$ cat src/rtl/ov_sccb_init_seq.sv
// Camera init sequencer: walks a {subaddr,data} ROM table once per camera and drives an SCCB master.
// Optional macro OV_SEQ_READBACK_EN adds a read-back compare after every register write.
module ov_sccb_init_seq #(
   parameter int         ROM_AW      = 8,
   parameter logic [7:0] DEV_ADDR    = 8'h42,
   parameter int         DELAY_UNIT  = 1000,
   parameter int         ACK_TIMEOUT = 4095
) (
   input  logic              clk,
   input  logic              reset,
   input  logic              init_req,
   output logic [ROM_AW-1:0] rom_addr,
   input  logic [15:0]       rom_data,
   output logic              sccb_start,
   input  logic              sccb_busy,
   input  logic              sccb_done,
   output logic [7:0]        sccb_addr,
   output logic [7:0]        sccb_subaddr,
   output logic [7:0]        sccb_wdata,
   input  logic [7:0]        sccb_rdata,
   output logic              cam_sel,
   output logic              init_busy,
   output logic              init_done,
   output logic              init_err
);

   // state        | meaning
   // IDLE         | waiting for init_req with the master idle
   // FETCH        | ROM address presented, data arrives next cycle
   // DECODE       | classify entry: end, delay or register write
   // ISSUE        | sccb_start high for this one cycle
   // WAIT_ACK     | waiting for master busy, timeout counter running
   // WAIT_DONE    | waiting for master done
   // DELAY        | down-counting nn*DELAY_UNIT cycles
   // NEXT_CAM     | switch to the right camera or finish
   // DONE         | one cycle: publish init_done, drop init_busy
   // RB_ISSUE     | read-back start pulse (readback build only)
   // RB_WAIT_ACK  | read-back waiting for busy
   // RB_WAIT_DONE | read-back waiting for done, then compare

   localparam int DLY_MAX = 255 * DELAY_UNIT;
   localparam int CNT_MAX = (DLY_MAX > ACK_TIMEOUT) ? DLY_MAX : ACK_TIMEOUT;
   localparam int CNT_W   = ($clog2(CNT_MAX + 1) > 20) ? $clog2(CNT_MAX + 1) : 20;

   localparam logic [CNT_W-1:0] TIMEOUT_LD = CNT_W'(ACK_TIMEOUT);
   localparam logic [CNT_W-1:0] UNIT       = CNT_W'(DELAY_UNIT);
   localparam logic [CNT_W-1:0] CNT_ONE    = CNT_W'(1);
   localparam logic [7:0]       WR_ADDR    = DEV_ADDR & 8'hFE;

   typedef enum logic [3:0] {
      IDLE,
      FETCH,
      DECODE,
      ISSUE,
      WAIT_ACK,
      WAIT_DONE,
      DELAY,
      NEXT_CAM,
      DONE,
      RB_ISSUE,
      RB_WAIT_ACK,
      RB_WAIT_DONE
   } state_t;

   state_t           state;
   logic [CNT_W-1:0] cnt;

   logic             is_end;
   logic             is_delay;
   logic             last_addr;
   logic [CNT_W-1:0] dly_ld;

   assign is_end    = (rom_data == 16'hFFFF);
   assign is_delay  = (rom_data[15:8] == 8'hF0);
   assign last_addr = &rom_addr;
   assign dly_ld    = CNT_W'(rom_data[7:0]) * UNIT;

`ifdef OV_SEQ_READBACK_EN
   localparam logic [7:0] RD_ADDR = DEV_ADDR | 8'h01;
`else
   logic unused_rdata;
   assign unused_rdata = ^sccb_rdata;
`endif

   always_ff @(posedge clk) begin
      if (reset) begin
         state        <= IDLE;
         cnt          <= '0;
         rom_addr     <= '0;
         sccb_start   <= 1'b0;
         sccb_addr    <= WR_ADDR;
         sccb_subaddr <= 8'h00;
         sccb_wdata   <= 8'h00;
         cam_sel      <= 1'b0;
         init_busy    <= 1'b0;
         init_done    <= 1'b0;
         init_err     <= 1'b0;
      end else begin
         sccb_start <= 1'b0;
         case (state)
            IDLE: begin
               if (init_req && sccb_done) begin
                  rom_addr  <= '0;
                  cam_sel   <= 1'b0;
                  init_busy <= 1'b1;
                  init_done <= 1'b0;
                  init_err  <= 1'b0;
                  state     <= FETCH;
               end
            end
            FETCH: state <= DECODE;
            DECODE: begin
               if (is_end) begin
                  state <= NEXT_CAM;
               end else if (is_delay) begin
                  cnt   <= dly_ld;
                  state <= DELAY;
               end else begin
                  sccb_addr    <= WR_ADDR;
                  sccb_subaddr <= rom_data[15:8];
                  sccb_wdata   <= rom_data[7:0];
                  sccb_start   <= 1'b1;
                  state        <= ISSUE;
               end
            end
            ISSUE: begin
               cnt   <= TIMEOUT_LD;
               state <= WAIT_ACK;
            end
            WAIT_ACK: begin
               if (sccb_busy) begin
                  state <= WAIT_DONE;
               end else if (cnt == '0) begin
                  init_err <= 1'b1;
                  state    <= DONE;
               end else begin
                  cnt <= cnt - CNT_ONE;
               end
            end
            WAIT_DONE: begin
               if (sccb_done) begin
`ifdef OV_SEQ_READBACK_EN
                  sccb_addr  <= RD_ADDR;
                  sccb_start <= 1'b1;
                  state      <= RB_ISSUE;
`else
                  // Running off the top of the table counts as an end entry.
                  if (last_addr) begin
                     state <= NEXT_CAM;
                  end else begin
                     rom_addr <= rom_addr + ROM_AW'(1);
                     state    <= FETCH;
                  end
`endif
               end
            end
            DELAY: begin
               // nn=0 loads zero and leaves after a single cycle.
               if (cnt <= CNT_ONE) begin
                  cnt <= '0;
                  if (last_addr) begin
                     state <= NEXT_CAM;
                  end else begin
                     rom_addr <= rom_addr + ROM_AW'(1);
                     state    <= FETCH;
                  end
               end else begin
                  cnt <= cnt - CNT_ONE;
               end
            end
            NEXT_CAM: begin
               if (!cam_sel) begin
                  cam_sel  <= 1'b1;
                  rom_addr <= '0;
                  state    <= FETCH;
               end else begin
                  state <= DONE;
               end
            end
            DONE: begin
               init_done <= !init_err;
               init_busy <= 1'b0;
               sccb_addr <= WR_ADDR;
               cnt       <= '0;
               state     <= IDLE;
            end
`ifdef OV_SEQ_READBACK_EN
            RB_ISSUE: begin
               cnt   <= TIMEOUT_LD;
               state <= RB_WAIT_ACK;
            end
            RB_WAIT_ACK: begin
               if (sccb_busy) begin
                  state <= RB_WAIT_DONE;
               end else if (cnt == '0) begin
                  init_err <= 1'b1;
                  state    <= DONE;
               end else begin
                  cnt <= cnt - CNT_ONE;
               end
            end
            RB_WAIT_DONE: begin
               if (sccb_done) begin
                  if (sccb_rdata != sccb_wdata) init_err <= 1'b1;
                  sccb_addr <= WR_ADDR;
                  if (last_addr) begin
                     state <= NEXT_CAM;
                  end else begin
                     rom_addr <= rom_addr + ROM_AW'(1);
                     state    <= FETCH;
                  end
               end
            end
`endif
            default: state <= IDLE;
         endcase
      end
   end

endmodule

$ cat config.mk
export PLATFORM = sky130hd
export DESIGN_NAME = ov_sccb_init_seq
export DESIGN_NICKNAME = d
export VERILOG_FILES = /design/src/rtl/ov_sccb_init_seq.sv
export SDC_FILE = /design/constraint.sdc
export NUM_CORES = 1
export LEC_CHECK = 0
export CAP_MARGIN = 0
export CORE_AREA = 2 2 98 100
export DETAILED_ROUTE_END_ITERATION = 10
export DIE_AREA = 0 0 100 102
export PLACE_DENSITY = 0.75
export SLEW_MARGIN = 20
export SYNTH_ARGS = -nofsm -noshare
export SYNTH_HDL_FRONTEND = slang
export SYNTH_SLANG_ARGS = --single-unit
$ cat constraint.sdc
create_clock -name clk -period 5.8 [get_ports clk]
set_input_delay 1.16 -clock clk [delete_from_list [all_inputs] [get_ports clk]]
set_output_delay 1.16 -clock clk [all_outputs]
set_load 0.05 [all_outputs]
* Word-level counts from Yosys, hierarchy flattened
Index checks and enable logic that the tools add are counted. Widths: inputs -> output; s select.
Storage, ports and cells: flip-flop bits (word level) 61, word-level logic and storage cells 93
Cells by class: add/subtract/negate cells 2, $mul 1, $lt $le $gt $ge 1, eq/ne operators 21, muxes and demuxes 34, bitwise logic cells 3, reductions and logical operators 20
Operators with widths (number):
- $mux 20 | 5
- $pmux 20 s5 | 1
- $mux 8 | 7
- $pmux 4 s8 | 1
- $pmux 8 s4 | 1
- $mux 4 | 6
- $le 20x1->1 const B | 1
- $logic_not 20->1 | 1
- $ne 2x2->1 const B | 10
- $sub 20x1->20 const B | 1
- $eq 16x16->1 const B | 1
- $eq 4x3->1 const B | 4
- $pmux 8 s2 | 1
- $mul 8x7->15 const B | 1
- $reduce_and 5->1 | 2
- $mux 3 | 3
- $add 8x1->8 const B | 1
- $eq 4x2->1 const B | 2
- $eq 8x8->1 const B | 1
- $pmux 1 s2 | 4
- $reduce_and 4->1 | 2
- $reduce_and 8->1 | 1
- $reduce_bool 2->1 | 4
- $reduce_and 3->1 | 2
- 12 further kinds | 19

* Longest topological paths before layout
word-level depth 4, depth in mapped cells 14

* Least setup slack after synthesis
No wires, ideal clock.
kind input-to-reg, from input port rom_data[0], to register cnt[16], library setup time 132 ps, data arrival time 4411 ps, path slack 1257 ps, stages on the path 14, path buffers 0, cells stage by stage fa_1 -> xor2_1 -> ha_1 -> inv_1 -> fa_1 -> fa_1 -> inv_1 -> ha_1 -> o21ai_0 -> o21bai_1 -> a221oi_1 -> xnor2_1 -> a32oi_1 -> a21oi_1
On the way: word-level cells in the longest chain between the ends 4, elaborated cells on any way between the ends 7
RTL lines:
- start: declaration | RTL line 13 | input logic [15:0] rom_data,
- $mul 8x7->15 | RTL line 76 | assign dly_ld = CNT_W'(rom_data[7:0]) * UNIT;
- $mux 20 | RTL line 115 | end else if (is_delay) begin
- $mux 20 | RTL line 113 | if (is_end) begin
- $pmux 20 s5 | RTL line 100 | case (state)
- end signal: assignment | RTL line 116 | cnt <= dly_ld;
- end signal: assignment | RTL line 137 | cnt <= cnt - CNT_ONE;
- end signal: assignment | RTL line 168 | cnt <= cnt - CNT_ONE;
- end: declaration | RTL line 66 | logic [CNT_W-1:0] cnt;
Parallel ways exist; a longest one is shown, timed or not. The select of a mux whose other input is x is not followed. A chain may end at the register's enable or synchronous reset.

* Worst setup path after layout
from input port rom_data[1], to register cnt[14]
Same word-level chain as after synthesis.

==> impl_results.html <==
<table>
<tr><th>Metric</th><th>Value</th></tr>
<tr><th colspan="2">STA</th></tr>
<tr><td>Slew @ Worst Pin</td><td>870 ps</td></tr>
<tr><td>Total count of max-transition violations in the final report</td><td>0</td></tr>
<tr><td>Clock skew after layout</td><td>8.32 ps</td></tr>
<tr><td>Setup TNS</td><td>0 ps</td></tr>
<tr><td>Setup repair after global routing missed its margin</td><td>false</td></tr>
<tr><td>Relative max-transition margin</td><td>40.5%</td></tr>
<tr><td>FMAX</td><td>189 MHz</td></tr>
<tr><td>Final number of setup-violating endpoints</td><td>0</td></tr>
<tr><td>Time the worst path needs with I/O delays and setup</td><td>5280 ps</td></tr>
<tr><td>Fin. Hold Viols</td><td>0</td></tr>
<tr><td>Final worst-path cycle share</td><td>91.1%</td></tr>
<tr><th colspan="2">Die</th></tr>
<tr><td># IOs</td><td>66</td></tr>
<tr><td>Area inside the core boundary</td><td>9110 µm²</td></tr>
<tr><td>Row count</td><td>35</td></tr>
<tr><td>Starting density of the core</td><td>49.2%</td></tr>
<tr><td>Die footprint</td><td>10,200 µm²</td></tr>
<tr><td>Width of the chip</td><td>100 µm</td></tr>
<tr><td>Die height</td><td>102 µm</td></tr>
<tr><th colspan="2">Synth</th></tr>
<tr><td>Number of warning messages in the yosys log</td><td>0</td></tr>
<tr><td>Mean instance size in the synthesized netlist</td><td>8.47 µm²</td></tr>
<tr><td>Main synth FF type</td><td>sky130_fd_sc_hd__dfxtp_1</td></tr>
<tr><td>Total of flip-flops plus latches after synthesis</td><td>53</td></tr>
<tr><td>Number of enable-type register cells in the synthesized netlist</td><td>0</td></tr>
<tr><td>Cells taking the most area after synthesis</td><td>sky130_fd_sc_hd__dfxtp_1 24%, sky130_fd_sc_hd__ha_1 12%, sky130_fd_sc_hd__fa_1 9.4%</td></tr>
<tr><td>Most frequently used cell type in the post-synthesis netlist</td><td>sky130_fd_sc_hd__dfxtp_1</td></tr>
<tr><td>Share of the yosys chip area belonging to registers</td><td>23.7%</td></tr>
<tr><td>Synthesized area</td><td>4480 µm²</td></tr>
<tr><td>Async set-reset flop share out of synthesis</td><td>0%</td></tr>
<tr><td>Commonest cells post-synth</td><td>53 x sky130_fd_sc_hd__dfxtp_1, 47 x sky130_fd_sc_hd__nor2_1, 44 x sky130_fd_sc_hd__inv_1</td></tr>
<tr><td>Portion of synthesized cell area occupied by the leading cell type</td><td>23.7%</td></tr>
<tr><td>Cell type with the largest total area after synthesis</td><td>sky130_fd_sc_hd__dfxtp_1</td></tr>
<tr><td>Number of different library cells in the post-synthesis netlist</td><td>65</td></tr>
<tr><td>Cell count after synthesis</td><td>529</td></tr>
<tr><th colspan="2">CTS</th></tr>
<tr><td>Clock latency on the worst-skew pair</td><td>310 ps</td></tr>
<tr><td>Number of buffers inserted to repair setup after CTS</td><td>0</td></tr>
<tr><td>Root cell of the clock tree</td><td>sky130_fd_sc_hd__clkbuf_8</td></tr>
<tr><td>Number of buffers inserted during clock tree synthesis</td><td>5</td></tr>
<tr><td>Maximum level of the CTS H-tree</td><td>2</td></tr>
<tr><td>TritonCTS clock tree</td><td>built</td></tr>
<tr><td>Post_cts resized</td><td>0</td></tr>
<tr><td>Hold-fix buffer count after cts</td><td>0</td></tr>
<tr><td>Clock input transition at the sequential cells of the worst setup and hold paths</td><td>100 ps</td></tr>
<tr><td>Number of clock sinks seen by CTS</td><td>53</td></tr>
<tr><td>Maximum buffer depth of the clock tree</td><td>2</td></tr>
<tr><th colspan="2">Global route</th></tr>
<tr><td>First-pass GRT wire length</td><td>18,400 µm</td></tr>
<tr><td>GR Util All Layers</td><td>22.1%</td></tr>
<tr><td>Via count of the first global-routing pass</td><td>3,899</td></tr>
<tr><td>Total global routing overflow</td><td>0</td></tr>
<tr><td>Maximum number of pins on one net before global-route repair</td><td>31</td></tr>
<tr><td>Number of antenna violations at the first check in global routing</td><td>0</td></tr>
<tr><th colspan="2">Cells and area</th></tr>
<tr><td>Layout cell share with drive strength beyond 1</td><td>4.24%</td></tr>
<tr><td>Area growth from synthesis to layout</td><td>14.1%</td></tr>
<tr><td>Post-layout nets</td><td>658</td></tr>
<tr><td>Antenna cells</td><td>0</td></tr>
<tr><td>Final Instance Area</td><td>5110 µm²</td></tr>
<tr><th colspan="2">Placement</th></tr>
<tr><td>Routability congestion estimate</td><td>0.844</td></tr>
<tr><td>Placement Cell Area</td><td>5000 µm²</td></tr>
<tr><td>I/O Buffers</td><td>49</td></tr>
<tr><td>Detailed Place HPWL</td><td>8090 µm</td></tr>
<tr><th colspan="2">Hold path</th></tr>
<tr><td>Critical hold path startpoint</td><td>init_busy</td></tr>
<tr><td>Path type of the worst min-delay path</td><td>reg -&gt; reg</td></tr>
<tr><th colspan="2">Power</th></tr>
<tr><td>Peak supply drop</td><td>0.214 mV</td></tr>
<tr><td>Cell area power density</td><td>485 nW/µm²</td></tr>
<tr><td>Leak</td><td>2.09 nW</td></tr>
<tr><th colspan="2">Route</th></tr>
<tr><td>Number of design-rule violations left by the first detailed-router iteration</td><td>211</td></tr>
<tr><td>Post-Route WL</td><td>10,600 µm</td></tr>
<tr><td>1st-pass router iterations</td><td>5</td></tr>
<tr><td>Wire length per cell after detailed routing</td><td>15.7 µm</td></tr>
<tr><td>Remaining number of nets flagged by the antenna check after routing</td><td>0</td></tr>
<tr><td>Via Count</td><td>4,033</td></tr>
<tr><td>Via density per instance</td><td>5.96</td></tr>
<tr><td>DR DRC count</td><td>0</td></tr>
<tr><th colspan="2">Worst setup path</th></tr>
<tr><td>Startpoint class of the critical path</td><td>input pin</td></tr>
<tr><td>Worst Path Class, Setup</td><td>in -&gt; reg</td></tr>
<tr><td>Cells along the critical path</td><td>clkdlybuf4s50_1, fa_1, xor2_1, ha_1, a21oi_1, fa_1, fa_1, inv_1, ha_1, o21ai_0, o21bai_1, a21boi_0, o21bai_1, mux2i_1, a31oi_1</td></tr>
<tr><td>Data arrival time of the critical path</td><td>5470 ps</td></tr>
<tr><td>Largest driver fanout on the critical path</td><td>7</td></tr>
<tr><td>Crit path top cell by count</td><td>sky130_fd_sc_hd__fa_1</td></tr>
<tr><td>Required time of the worst setup path</td><td>5990 ps</td></tr>
<tr><td>Delay of the slowest cell on the worst path</td><td>700 ps</td></tr>
<tr><td>Nature of the critical path endpoint</td><td>flip-flop</td></tr>
<tr><td>Setup crit start</td><td>rom_data[1]</td></tr>
<tr><td>Worst reg2reg startpoint</td><td>state[1]</td></tr>
<tr><td>Critical Path Slowest Stage Cell</td><td>sky130_fd_sc_hd__clkdlybuf4s50_1</td></tr>
<tr><th colspan="2">Outcome</th></tr>
<tr><td>Result of the run</td><td>finished, final reports clean</td></tr>
<tr><th colspan="2">Flow run</th></tr>
<tr><td>Max-cap violation count</td><td>0</td></tr>
</table>
[where the power goes]
part           internal [W]  switching, W
registers          0.000439      0.000112
clock network      0.000126      0.000126
logic              0.000652       0.00102
total               0.00122       0.00126
[routing by layer]
layer	GRT usage (%)	up-vias	routed length [µm]
met2	39.7	100	5320
li1	-	1980	-
met4	5.48	0	99
met5	0	-	0
met1	28.2	1944	4720
met3	3.15	9	491
[registers in the layout (all words and copies together) (netlist names)]
| name | count |
|---|---|
| cnt | 20 |
| rom_addr | 8 |
| sccb_subaddr | 8 |
| sccb_wdata | 8 |
| state | 4 |
| cam_sel | 1 |
| init_busy | 1 |
| init_done | 1 |
| init_err | 1 |
| sccb_start | 1 |
[worst max-delay path, delay by kind of cell]
kind            cells  cell delay [ps]
mux                 1              240
fa+ha+maj           5             2050
compound gates      6             1090
xor+xnor            1              170
buf+inv             2              740
[layout by cell type, fill, tap and decap left out, types with 3 or more instances in the layout]
master	instances
sky130_fd_sc_hd__a211oi_1	7
sky130_fd_sc_hd__a21boi_0	3
sky130_fd_sc_hd__a21o_1	8
sky130_fd_sc_hd__a21oi_1	29
sky130_fd_sc_hd__a311oi_1	3
sky130_fd_sc_hd__a31oi_1	11
sky130_fd_sc_hd__and2_1	5
sky130_fd_sc_hd__and3_1	7
sky130_fd_sc_hd__buf_4	6
sky130_fd_sc_hd__clkbuf_8	5
sky130_fd_sc_hd__clkdlybuf4s50_1	49
sky130_fd_sc_hd__conb_1	8
sky130_fd_sc_hd__dfxtp_1	53
sky130_fd_sc_hd__fa_1	21
sky130_fd_sc_hd__ha_1	42
sky130_fd_sc_hd__inv_1	44
sky130_fd_sc_hd__mux2i_1	19
sky130_fd_sc_hd__nand2_1	27
sky130_fd_sc_hd__nand2b_1	4
sky130_fd_sc_hd__nand3_1	11
sky130_fd_sc_hd__nand4_1	5
sky130_fd_sc_hd__nor2_1	47
sky130_fd_sc_hd__nor2b_1	3
sky130_fd_sc_hd__nor3_1	15
sky130_fd_sc_hd__nor4_1	11
sky130_fd_sc_hd__o2111ai_1	4
sky130_fd_sc_hd__o211ai_1	7
sky130_fd_sc_hd__o21a_1	3
sky130_fd_sc_hd__o21ai_0	24
sky130_fd_sc_hd__o21bai_1	4
sky130_fd_sc_hd__o31ai_1	6
sky130_fd_sc_hd__o41ai_1	3
sky130_fd_sc_hd__or3_1	3
sky130_fd_sc_hd__or4_1	12
sky130_fd_sc_hd__xnor2_1	12
sky130_fd_sc_hd__xor2_1	4
[path summary, 6_finish.rpt]
check | endpoint | slack, ps | cells after the start
min | init_busy | 460 | 2
max | cnt[14] | 520 | 15
min reg2reg | init_busy | 460 | 2
max reg2reg | cnt[12] | 2840 | 6
[cells by family (layout without fill, tap and decap cells)]
group | after synthesis | count (layout) | share of synthesized area (%)
simple gates | 163 | 163 | 18.9
compound gates | 138 | 138 | 21.1
buf+inv | 75 | 106 | 7.62
fa+ha+maj | 63 | 63 | 21.1
flops | 53 | 53 | 23.7
mux | 19 | 19 | 4.24
xor+xnor | 16 | 16 | 3.13
other cells | 2 | 8 | 0.168
[stage by stage]
step	utilization [%]	cells	hold slack, ps	total power [W]	setup slack [ps]
floorplan	-	535	471	0.00186	1260
global placement	54.9	670	443	0.00216	359
detailed placement	54.9	670	445	0.00220	274
CTS	56.0	677	460	0.00247	531
global route	56.1	677	515	0.00273	282
finish	56.1	677	459	0.00248	518
[final cells by class]
type                            count  area [µm²]
Clock buffer                        5        68.8
Multi-Input combinational cell    407        3110
Sequential cell                    53        1060
Inverter                           44         165
Clock inverter                      2        35.0
Fill cell                         867        4000
Timing Repair Buffer               55         536
Tap cell                          111         139
No activity file was read; power rests on OpenSTA's default activity.
